$ cat config.mk
export PLATFORM = sky130hd
export DESIGN_NAME = hazard_ctrl
export DESIGN_NICKNAME = d
export VERILOG_FILES = /design/src/rtl/pipe_ctrl_pkg.sv /design/src/rtl/hazard_ctrl_sat_counter.sv /design/src/rtl/hazard_ctrl.sv
export SDC_FILE = /design/constraint.sdc
export NUM_CORES = 1
export LEC_CHECK = 0
export CORE_ASPECT_RATIO = 1.25
export CORE_MARGIN = 1.5
export CORE_UTILIZATION = 45
export CTS_CLUSTER_SIZE = 25
export DETAILED_ROUTE_END_ITERATION = 10
export PLACE_DENSITY = 0.79
export RECOVER_POWER = 100
export SLEW_MARGIN = 20
export SYNTH_ARGS = -nofsm -noshare
export SYNTH_HDL_FRONTEND = slang
export SYNTH_HIERARCHICAL = 1
export SYNTH_SLANG_ARGS = --single-unit
export TNS_END_PERCENT = 100
$ cat constraint.sdc
create_clock -name clk -period 3.3 [get_ports clk]
set_clock_uncertainty 0.2 [all_clocks]
set_input_delay 0.66 -clock clk [delete_from_list [all_inputs] [get_ports clk]]
set_output_delay 0.66 -clock clk [all_outputs]
set_load 0.01 [all_outputs]
$ cat src/rtl/pipe_ctrl_pkg.sv
// ============================================================================
// Module  : pipe_ctrl_pkg
// Brief   : Shared stall-cause and sequencer state encodings for the pipeline
// Revision: 1.0
// ============================================================================
`default_nettype none

package pipe_ctrl_pkg;

    localparam logic [1:0] CAUSE_NONE     = 2'd0;
    localparam logic [1:0] CAUSE_LOADUSE  = 2'd1;
    localparam logic [1:0] CAUSE_REDIRECT = 2'd2;
    localparam logic [1:0] CAUSE_MEMWAIT  = 2'd3;

    // State encodings double as the stall_cause value reported a cycle later.
    typedef enum logic [1:0] {
        ST_RUN       = CAUSE_NONE,
        ST_LU_BUBBLE = CAUSE_LOADUSE,
        ST_REDIRECT  = CAUSE_REDIRECT,
        ST_MEM_WAIT  = CAUSE_MEMWAIT
    } state_t;

endpackage

`default_nettype wire

$ cat src/rtl/hazard_ctrl_sat_counter.sv
// ============================================================================
// Module  : sat_counter
// Brief   : Up-counter with synchronous clear that sticks at all-ones
// Revision: 1.0
// ============================================================================
`default_nettype none

module sat_counter #(
    parameter int WIDTH = 16
) (
    input  logic             clk,
    input  logic             clr,
    input  logic             inc,
    output logic [WIDTH-1:0] count
);

    logic [WIDTH-1:0] count_q;
    logic [WIDTH-1:0] count_d;

    always_comb begin
        count_d = count_q;
        if (clr) begin
            count_d = '0;
        end else if (inc && (count_q != '1)) begin
            count_d = count_q + 1'b1;
        end
    end

    always_ff @(posedge clk) begin
        count_q <= count_d;
    end

    assign count = count_q;

endmodule

`default_nettype wire

$ cat src/rtl/hazard_ctrl.sv
// ============================================================================
// Module  : hazard_ctrl
// Brief   : 5-stage pipeline sequencer: load-use bubbles, redirect squash,
//           memory freeze, memory-wait watchdog and stall/flush counters
// Revision: 1.0
// ============================================================================
`default_nettype none

module hazard_ctrl
    import pipe_ctrl_pkg::*;
#(
    parameter int REGADDR_WIDTH      = 4,
    parameter bit ZERO_REG_HARDWIRED = 1'b1,
    parameter int MEM_TIMEOUT        = 64,
    parameter int CNT_WIDTH          = 16
) (
    input  logic                     clk,
    input  logic                     reset,
    input  logic [REGADDR_WIDTH-1:0] id_rs,
    input  logic [REGADDR_WIDTH-1:0] id_rt,
    input  logic                     id_uses_rs,
    input  logic                     id_uses_rt,
    input  logic                     ex_mem_read,
    input  logic [REGADDR_WIDTH-1:0] ex_dest,
    input  logic                     ex_redirect,
    input  logic                     mem_busy,
    output logic                     pc_write,
    output logic                     if_id_write,
    output logic                     if_id_flush,
    output logic                     id_ex_flush,
    output logic                     id_ex_hold,
    output logic                     ex_mem_hold,
    output logic [1:0]               stall_cause,
    output logic                     mem_timeout,
    output logic [CNT_WIDTH-1:0]     stall_cnt,
    output logic [CNT_WIDTH-1:0]     flush_cnt
);

    localparam int         WD_W     = $clog2(MEM_TIMEOUT + 1);
    localparam logic [WD_W-1:0] WD_LIMIT = WD_W'(MEM_TIMEOUT);

    state_t            state_q;
    state_t            state_d;
    logic [WD_W-1:0]   wd_q;
    logic [WD_W-1:0]   wd_d;
    logic              timeout_q;
    logic              timeout_d;

    logic              lu_hazard;
    logic              stall_inc;
    logic              flush_inc;

    always_comb begin
        lu_hazard = ex_mem_read
                  && ((id_uses_rs && (id_rs == ex_dest)) || (id_uses_rt && (id_rt == ex_dest)))
                  && !(ZERO_REG_HARDWIRED && (ex_dest == '0));
    end

    // Pipeline controls follow the current inputs so they act in the same cycle.
    always_comb begin
        pc_write    = 1'b1;
        if_id_write = 1'b1;
        if_id_flush = 1'b0;
        id_ex_flush = 1'b0;
        id_ex_hold  = 1'b0;
        ex_mem_hold = 1'b0;
        state_d     = ST_RUN;
        if (reset) begin
            pc_write    = 1'b0;
            if_id_write = 1'b0;
            if_id_flush = 1'b1;
            id_ex_flush = 1'b1;
        end else if (mem_busy) begin
            pc_write    = 1'b0;
            if_id_write = 1'b0;
            id_ex_hold  = 1'b1;
            ex_mem_hold = 1'b1;
            state_d     = ST_MEM_WAIT;
        end else if (ex_redirect) begin
            if_id_flush = 1'b1;
            id_ex_flush = 1'b1;
            state_d     = ST_REDIRECT;
        end else if (lu_hazard) begin
            pc_write    = 1'b0;
            if_id_write = 1'b0;
            id_ex_flush = 1'b1;
            state_d     = ST_LU_BUBBLE;
        end
    end

    always_comb begin
        wd_d = '0;
        if (mem_busy) begin
            wd_d = (wd_q == WD_LIMIT) ? wd_q : wd_q + 1'b1;
        end
        timeout_d = timeout_q || (wd_d == WD_LIMIT);
    end

    always_ff @(posedge clk) begin
        if (reset) begin
            state_q   <= ST_RUN;
            wd_q      <= '0;
            timeout_q <= 1'b0;
        end else begin
            state_q   <= state_d;
            wd_q      <= wd_d;
            timeout_q <= timeout_d;
        end
    end

    assign stall_cause = state_q;
    assign mem_timeout = timeout_q;

    // pc_write is already low in reset, so the reset qualifier keeps those cycles out.
    assign stall_inc = !reset && !pc_write;
    assign flush_inc = !reset && !mem_busy && ex_redirect;

    sat_counter #(
        .WIDTH (CNT_WIDTH)
    ) u_stall_cnt (
        .clk   (clk),
        .clr   (reset),
        .inc   (stall_inc),
        .count (stall_cnt)
    );

    sat_counter #(
        .WIDTH (CNT_WIDTH)
    ) u_flush_cnt (
        .clk   (clk),
        .clr   (reset),
        .inc   (flush_inc),
        .count (flush_cnt)
    );

endmodule

`default_nettype wire

Yosys cells after proc, flatten, opt, wreduce, memory -nomap -nowiden
Cells that the tools add are included.
{ "classes": {"n_lt_le_gt_ge": 0, "div_mod_pow": 0, "multipliers": 0, "reduce_logical": 16, "shifts": 0, "add_sub_neg": 3, "mux": 18, "n_eq_ne": 6, "bitwise": 0} }
{ "op_table": {"columns": ["operator", "count"], "rows": [
  ["adder 16 x 1 -> 16 bit (second input constant)", 2],
  ["inequality test 16 bit (second input constant)", 2],
  ["== test 7 bit (second input constant)", 2],
  ["2-to-1 mux 1 bit", 14],
  ["2-to-1 mux 7 bit", 2],
  ["logical AND 1 bit", 9],
  ["== test 4 bit", 2],
  ["adder 7 x 1 -> 7 bit (second input constant)", 1],
  ["logical NOT 1 bit", 4],
  ["logical NOT 4 bit", 1],
  ["2-to-1 mux 2 bit", 2],
  ["logical OR 1 bit", 2]
]} }
{ "totals": {"inputBits": 19, "output_inout_bits": 41, "ff_bits": 42, "word_cells": 48, "latch_bits": 0, "ramBits": 0, "romBits": 0, "memories": 0} }

Longest topological paths before layout
Gate-level depths: netlist of run 1.
{ "logic_depth": {"depth_word": 12, "mapped_depth": 9, "mapped_depth_nobuf": 9} }

By module
Netlist of run 1, hierarchy kept.
{ "by_module_without_submodules": {"columns": ["mod", "n_inst", "cells_per_inst", "seq_area_each_um2", "area_each_um2"], "rows": [
  ["sat_counter", 2, 99, 320.3, 848.3],
  ["hazard_ctrl", 1, 80, 200.2, 664.4]
]} }

Worst setup path after synthesis of run 1
Ideal clock, no wire load.
{ "synth_timing": {"kind": "input to register", "start": "in id_rs[0]", "end": "reg u_stall_cnt.count_q[7], in the netlist u_stall_cnt/count[7]", "stages": 9, "setup_time_ns": 0.070, "path_buffers": 1, "slack_ns": 0.357, "arrival_time_ns": 2.673, "required_time_ns": 3.030, "path_cell_list": "nor2b_1 a221o_1 nor4_2 a31oi_2 o31ai_1 nand2_1 clkbuf_1 or4_1 a21oi_1"} }
{ "synth_via": {"elab_chain_len": 12} }
{ "synth_lines": {"columns": ["element", "line", "source"], "rows": [
  ["start, declared", "hazard_ctrl.sv:19", "input logic [REGADDR_WIDTH-1:0] id_rs,"],
  ["== test 4 bit", "hazard_ctrl.sv:55", "&& ((id_uses_rs && (id_rs == ex_dest)) || (id_uses_rt && (id_rt == ex_dest)))"],
  ["logical AND 1 bit", "hazard_ctrl.sv:55", null],
  ["logical OR 1 bit", "hazard_ctrl.sv:55", null],
  ["logical AND 1 bit", "hazard_ctrl.sv:55", null],
  ["logical AND 1 bit", "hazard_ctrl.sv:56", "&& !(ZERO_REG_HARDWIRED && (ex_dest == '0));"],
  ["2-to-1 mux 1 bit", "hazard_ctrl.sv:83", "end else if (lu_hazard) begin"],
  ["2-to-1 mux 1 bit", "hazard_ctrl.sv:79", "end else if (ex_redirect) begin"],
  ["2-to-1 mux 1 bit", "hazard_ctrl.sv:73", "end else if (mem_busy) begin"],
  ["2-to-1 mux 1 bit", "hazard_ctrl.sv:68", "if (reset) begin"],
  ["logical NOT 1 bit", "hazard_ctrl.sv:115", "assign stall_inc = !reset && !pc_write;"],
  ["logical AND 1 bit", "hazard_ctrl.sv:115", null],
  ["via stall_inc", "hazard_ctrl.sv:50", "logic stall_inc;"],
  ["logical AND 1 bit", "hazard_ctrl_sat_counter.sv:24", "end else if (inc && (count_q != '1)) begin"],
  ["end signal, assigned", "hazard_ctrl_sat_counter.sv:30", "count_q <= count_d;"],
  ["end, declared", "hazard_ctrl_sat_counter.sv:17", "logic [WIDTH-1:0] count_q;"]
]} }
The timed path passes the listed nets, and every way through them passes these cells.
A chain may end at the register's enable or synchronous reset.

Final worst setup path of run 1
{ "layout_timing": {"start": "in id_rs[1]", "end": "reg u_stall_cnt.count_q[11], in the netlist u_stall_cnt/count[11]"} }
The elaborated chain is that of the path after synthesis.

==> results.json, run 1 <==
{
  "drt_iter0_markers": 159,
  "p_leak_nw": 1.22,
  "yosys.cell_count.top_type": "dfxtp_1",
  "setup_viol": 0,
  "vdd_ir_drop_max_v": 0.000187,
  "pwr_density_cell_mw_per_mm2": 298,
  "p_int_w": 0.000732,
  "worst_pin_slew_ps": 1280,
  "reg2reg_depth": 5,
  "switching_share": 0.239,
  "hold_viol": 0,
  "drc": 0,
  "nets": 372,
  "ys_async_sr_fraction": 0,
  "ys.flop_type": "dfxtp_1",
  "area_growth_pct": 36.7,
  "globalRouteTotalUtil": 0.200,
  "cp_common_cell": "buf_4",
  "place.gp.congestion": 0.838,
  "cp-end-kind": "flop",
  "required_ps": 3290,
  "grt_max_degree": 28,
  "synth_seq_cells": 42,
  "syn-num-nets": 301,
  "slowest_delay_ps": 450,
  "period_share": 0.973,
  "clk_pin_slew_ps": 80,
  "drt-wirelength-per-cell_um": 13.7,
  "vias": 2365,
  "power_frac_seq": 0.538,
  "layout-drive-gt1-share": 0.129,
  "synth_commonest_cells": "42 x dfxtp_1, 25 x nor2_1, 21 x a21oi_1",
  "relSlewSlack": 0.140,
  "drv_slew": 0,
  "fin_crit_ps": 3210,
  "viasPerCell": 5.74,
  "io_buffers": 59,
  "worstHoldPathCells": 2,
  "worstSetupPathType": "input port to flop",
  "synthesis.area_per_instance_um2": 8.49,
  "clk_path_buf_depth": 2,
  "cp_top_family": "buffers and inverters",
  "grt_pass1_vias": 2174,
  "n_antenna_cell": 0,
  "total_power_w": 0.000961,
  "hpwl_um": 4000,
  "syn_inst": 278,
  "crit_cells": 12,
  "dieArea_mm2": 0.00569,
  "synth_seq_area_share": 0.356,
  "wl_um": 5630,
  "cts.sinks": 42,
  "synth_cell_types": 47,
  "initial_utilization": 0.465,
  "nFillCells": 452,
  "crit_arrival_ps": 3200,
  "rows": 29,
  "ctsHoldBuffers": 0,
  "ys_warn_count": 6,
  "cp-start-kind": "input port",
  "synth_area_leaders": "dfxtp_1 36%, a21oi_1 4.5%, o31ai_1 4.5%",
  "clkPwrFrac": 0.361,
  "cp_cell_sequence": "clkdlybuf4s50_1 -> inv_1 -> a221o_1 -> nor4_2 -> a31oi_2 -> buf_4 -> o31ai_4 -> buf_4 -> nand2_1 -> buf_4 -> nor4bb_2 -> mux2_2",
  "yosysTopAreaCellShare": 0.356,
  "die_width_um": 67.8,
  "numCtsBuffers": 5,
  "hold_class": "flop to flop",
  "synth_edf_count": 0,
  "cts_tree": "yes",
  "htreeDepth": 2,
  "p_comb_frac": 0.100,
  "grt_pass1_wl_um": 9050,
  "yosysTopAreaCell": "dfxtp_1",
  "antenna_found_initial": 0,
  "maxCapViolations": 0,
  "tns_ps": 0,
  "holdWs_ps": 332,
  "io_pins": 60,
  "insertion_delay_ps": 290,
  "antenna_left": 0,
  "fmax_ghz": 0.311,
  "cp_num_buf_inv": 5,
  "clock-root-buffer": "clkbuf_8",
  "crit_fanout": 9,
  "gr-total-overflow": 0,
  "drt_pre_antenna_iters": 4,
  "crit_slowest_cell": "clkdlybuf4s50_1",
  "outcome": "finished, final reports clean",
  "power_switching_w": 0.000230,
  "core_mm2": 0.00508,
  "netlist_area_mm2": 0.00236,
  "r2r_slack_ps": 720,
  "die_h_um": 84.0
}
## cells by family after synthesis
kind of cell,after synthesis,synth area share
AND/OR/NAND/NOR,128,0.335
AO/OA/AOI/OAI,60,0.167
flip-flops,42,0.356
buffers and inverters,24,0.0429
XOR/XNOR,16,0.0594
multiplexers,4,0.0180
adder cells (fa/ha/maj),4,0.0212
## final timing paths
check / from / endpoint
setup / recovery: id_rs[1] / u_stall_cnt/count[11]
hold / removal: u_stall_cnt/count[15] / u_stall_cnt/count[15]
setup reg to reg: u_flush_cnt/count[0] / u_flush_cnt/count[11]
hold reg to reg: u_stall_cnt/count[15] / u_stall_cnt/count[15]
## power groups by stage
stage / Clock, W / Sequential [W] / Combinational [W]
floorplan: 0 / 0.000529 / 0.0000406
global placement: 0 / 0.000529 / 0.0000958
detailed placement: 0 / 0.000529 / 0.0000975
CTS: 0.000355 / 0.000517 / 0.0000975
global route: 0.000374 / 0.000518 / 0.000106
finish: 0.000347 / 0.000517 / 0.0000964
## final cells by class
cell class	count	area, um^2	share of cell area
Clock inverter	2	12.5	0.00388
Multi-Input combinational cell	212	1450	0.449
Inverter	12	45.0	0.0140
Sequential cell	42	841	0.261
Tap cell	62	77.6	0.0240
Timing Repair Buffer	76	718	0.223
Clock buffer	6	82.6	0.0256
## sequential cells by signal, summed over array words and instances, names as in the netlist
signal	flops
u_stall_cnt/count	16
u_flush_cnt/count	16
mem_timeout	1
stall_cause	2
wd_q	7
## what timing repair did
item,in CTS,in global routing
endpoints found under the hold margin,0,0
setup buffers,2,2
pin swaps,3,4
endpoints found under the setup margin,3,14
resized for setup,3,14
## worst reg2reg max path, cell delays in order (launching register included)
cell and delay [ps]:
dfxtp_1 420, ha_1 250, nand3_1 120, nor4_2 970, nor4bb_1 180, mux2_2 330
## layout by cell type (no fill, tap or decap), types with 2 or more instances in the layout
cell type,count
nand3b_1,3
o31ai_1,13
a31o_2,2
clkbuf_8,6
and4_1,5
or3_1,6
or4_1,14
nand4_1,6
dlygate4sd3_1,39
nand2_1,13
o311ai_0,2
a21oi_1,20
nor3_1,9
dfxtp_1,42
ha_1,4
nand3_1,18
buf_4,15
clkdlybuf4s50_1,14
dlymetal6s2s_1,3
dlygate4sd2_1,2
xor2_1,7
nor4_2,3
mux2i_1,2
inv_1,12
nor4_1,4
nand4_4,2
and3_1,3
mux2_2,2
nor2b_1,6
o21a_1,3
o41ai_2,2
xnor2_1,9
o21ai_0,9
nor2_1,25
nand2_2,2
## per-stage QoR
| step | utilization | setup WS (ps) | cell area, um^2 | instances |
|---|---|---|---|---|
| 6_report | 0.635 | 88.1 | 3230 | 412 |
| 5_1_grt | 0.635 | -18.0 | 3230 | 412 |
| 4_1_cts | 0.625 | 3.15 | 3180 | 410 |
| 3_5_place_dp | 0.604 | -199 | 3070 | 400 |
| 3_3_place_gp | 0.604 | -181 | 3070 | 400 |
| 2_1_floorplan | - | 357 | 2360 | 278 |
## metal layers
layer,up-vias,global-route usage,share of wire
met5,-,0,0
met4,0,0.0673,0.014
met3,7,0.0310,0.043
met2,61,0.364,0.51
met1,1115,0.228,0.43
li1,1182,-,-
Note: power is estimated with default switching activity, not from simulation.
==> run 2, diff against run 1 <==
--- a/config.mk
+++ b/config.mk
@@ -12,7 +12,7 @@
 export DETAILED_ROUTE_END_ITERATION = 10
 export PLACE_DENSITY = 0.79
 export RECOVER_POWER = 100
-export SLEW_MARGIN = 20
+export SLEW_MARGIN = 25
 export SYNTH_ARGS = -nofsm -noshare
 export SYNTH_HDL_FRONTEND = slang
 export SYNTH_HIERARCHICAL = 1
==> constraint.sdc (replaced) <==
create_clock -name clk -period 3.2 [get_ports clk]
set_clock_uncertainty 0.2 [all_clocks]
set_input_delay 0.64 -clock clk [delete_from_list [all_inputs] [get_ports clk]]
set_output_delay 0.64 -clock clk [all_outputs]
set_load 0.01 [all_outputs]
==> run 2 against run 1 <==
  * Utilization hardly changed
  * Combinational power grew 6%
  * Design area hardly changed
  * Count of clock-buffer cells in the layout up 1
  * Sequential share of layout area about the same
  * Hold slack worse by 2.7 ps
  * Power grew 2.4%
  * Critical path depth decreased by 5
  * Worst setup slack better by 18 ps
  * Die area unchanged
  * Sequential power rose by 3%
  * Largest cell class unchanged
  * Highest routed layer unchanged
==> results.json, run 2 (same netlist as run 1, synthesis figures left out) <==
{
  "vdd_ir_drop_max_v": 0.000188,
  "die_h_um": 84.0,
  "die_width_um": 67.8,
  "vias": 2330,
  "worstSetupPathType": "input port to primary output",
  "drc": 0,
  "rsz0062_at_grt": "true",
  "area_growth_pct": 36.8,
  "antenna_found_initial": 0,
  "dieArea_mm2": 0.00569,
  "hold_class": "flop to flop",
  "drv_slew": 0,
  "core_mm2": 0.00508,
  "outcome": "finished, final reports clean",
  "drt_iter0_markers": 160,
  "io_buffers": 59,
  "grt_use_met3": 0.0310,
  "n_antenna_cell": 0,
  "grt.busiest_layer": "met2",
  "required_ps": 2360,
  "tns_ps": 0,
  "viasPerCell": 5.70,
  "finalWorstSetupSlack_ps": 106,
  "clk_pin_slew_ps": 80,
  "hpwl_um": 4020,
  "crit_arrival_ps": 2250,
  "layout-drive-gt1-share": 0.118,
  "clk_path_buf_depth": 2,
  "io_pins": 60,
  "htreeDepth": 2,
  "layout_commonest_cell": "clkdlybuf4s50_1",
  "period_share": 0.967,
  "nets": 369,
  "final_util": 0.636,
  "grt_pass1_vias": 2110,
  "met1_usage": 0.243,
  "rows": 29,
  "antenna_left": 0,
  "pwr_density_cell_mw_per_mm2": 305,
  "numCtsBuffers": 5,
  "initial_utilization": 0.465,
  "crit_fanout": 3,
  "insertion_delay_ps": 290,
  "fin_area_mm2": 0.00323,
  "globalRouteTotalUtil": 0.200,
  "grt_use_met2": 0.348,
  "place.gp.congestion": 0.817,
  "fmax_ghz": 0.323,
  "gr-total-overflow": 0,
  "drt_pre_antenna_iters": 4,
  "drt-wirelength-per-cell_um": 13.3,
  "maxCapViolations": 0,
  "ctsHoldBuffers": 0,
  "grt_pass1_wl_um": 9080,
  "final_cell_mix": "52 x clkdlybuf4s50_1, 42 x dfxtp_1, 25 x nor2_1",
  "cts_tree": "yes",
  "p_leak_nw": 1.10,
  "cp-start-kind": "input port",
  "fin_crit_ps": 3090,
  "worst_pin_slew_ps": 766,
  "nFillCells": 450,
  "holdWs_ps": 329,
  "hold_viol": 0,
  "dp_slack_ps": -291,
  "clock-root-buffer": "clkbuf_8",
  "cp-end-kind": "primary output",
  "place_area_mm2": 0.00307,
  "setup_viol": 0,
  "grt_max_degree": 22,
  "cts.sinks": 42,
  "relSlewSlack": 0.485,
  "wl_um": 5430
}
[run 2: changes by cell type in the layout (fill, tap and decap cells not counted), moves of 2 or more]
cell | previous run | this run
buf_4 | 15 | 12
o41ai_4 | 0 | 2
dlygate4sd3_1 | 39 | 0
dlygate4sd2_1 | 2 | 7
clkdlybuf4s50_1 | 14 | 52
dlymetal6s2s_1 | 3 | 0
o41ai_2 | 2 | 0
[run 2: per-layer routing]
layer | part of all wire | vias up
met5 | 0 | -
met4 | 0.0094 | 0
met3 | 0.038 | 5
met2 | 0.51 | 66
met1 | 0.44 | 1084
li1 | - | 1175
[run 2: final timing paths]
path                                end            startpoint  slack, ps  cells after the start
setup reg to reg  u_stall_cnt/count[11]  u_stall_cnt/count[0]       1000                      5
hold / removal     u_stall_cnt/count[9]  u_stall_cnt/count[9]        330                      2
setup / recovery            if_id_write              id_rs[1]        110                      7
hold reg to reg    u_stall_cnt/count[9]  u_stall_cnt/count[9]        330                      2
[run 2: worst max-delay path: stages]
cell,delay (ps)
clkdlybuf4s50_1,450
inv_1,50
a221o_1,310
nor4_2,240
a31oi_2,80
o21a_1,200
dlygate4sd2_1,280
[run 2: power by group]
group | switching (W) | internal [W]
combinational | 0.0000470 | 0.0000553
clock | 0.000174 | 0.000174
sequential | 0.00000644 | 0.000527
total | 0.000228 | 0.000757
[run 2: what timing repair did]
action	CTS	global route
pin swaps	2	3
setup buffers	1	0
endpoints found under the setup margin	3	8
resized for setup	9	10
[run 2: through the flow]
step                      cells  total power (W)
after floorplan             278         0.000587
after global placement      400         0.000643
after detailed placement    400         0.000646
after CTS                   409         0.000995
after global routing        409          0.00103
final                       409         0.000984
[run 2: cell type report]
type / count / area [um^2] / share of cell area
clock buffer: 7 / 86.3 / 0.0267
clock inverter: 1 / 5.00 / 0.00155
inverter: 12 / 45.0 / 0.0139
multi-input combinational: 212 / 1480 / 0.458
sequential: 42 / 841 / 0.260
tap: 62 / 77.6 / 0.0240
timing repair buffer: 73 / 694 / 0.215
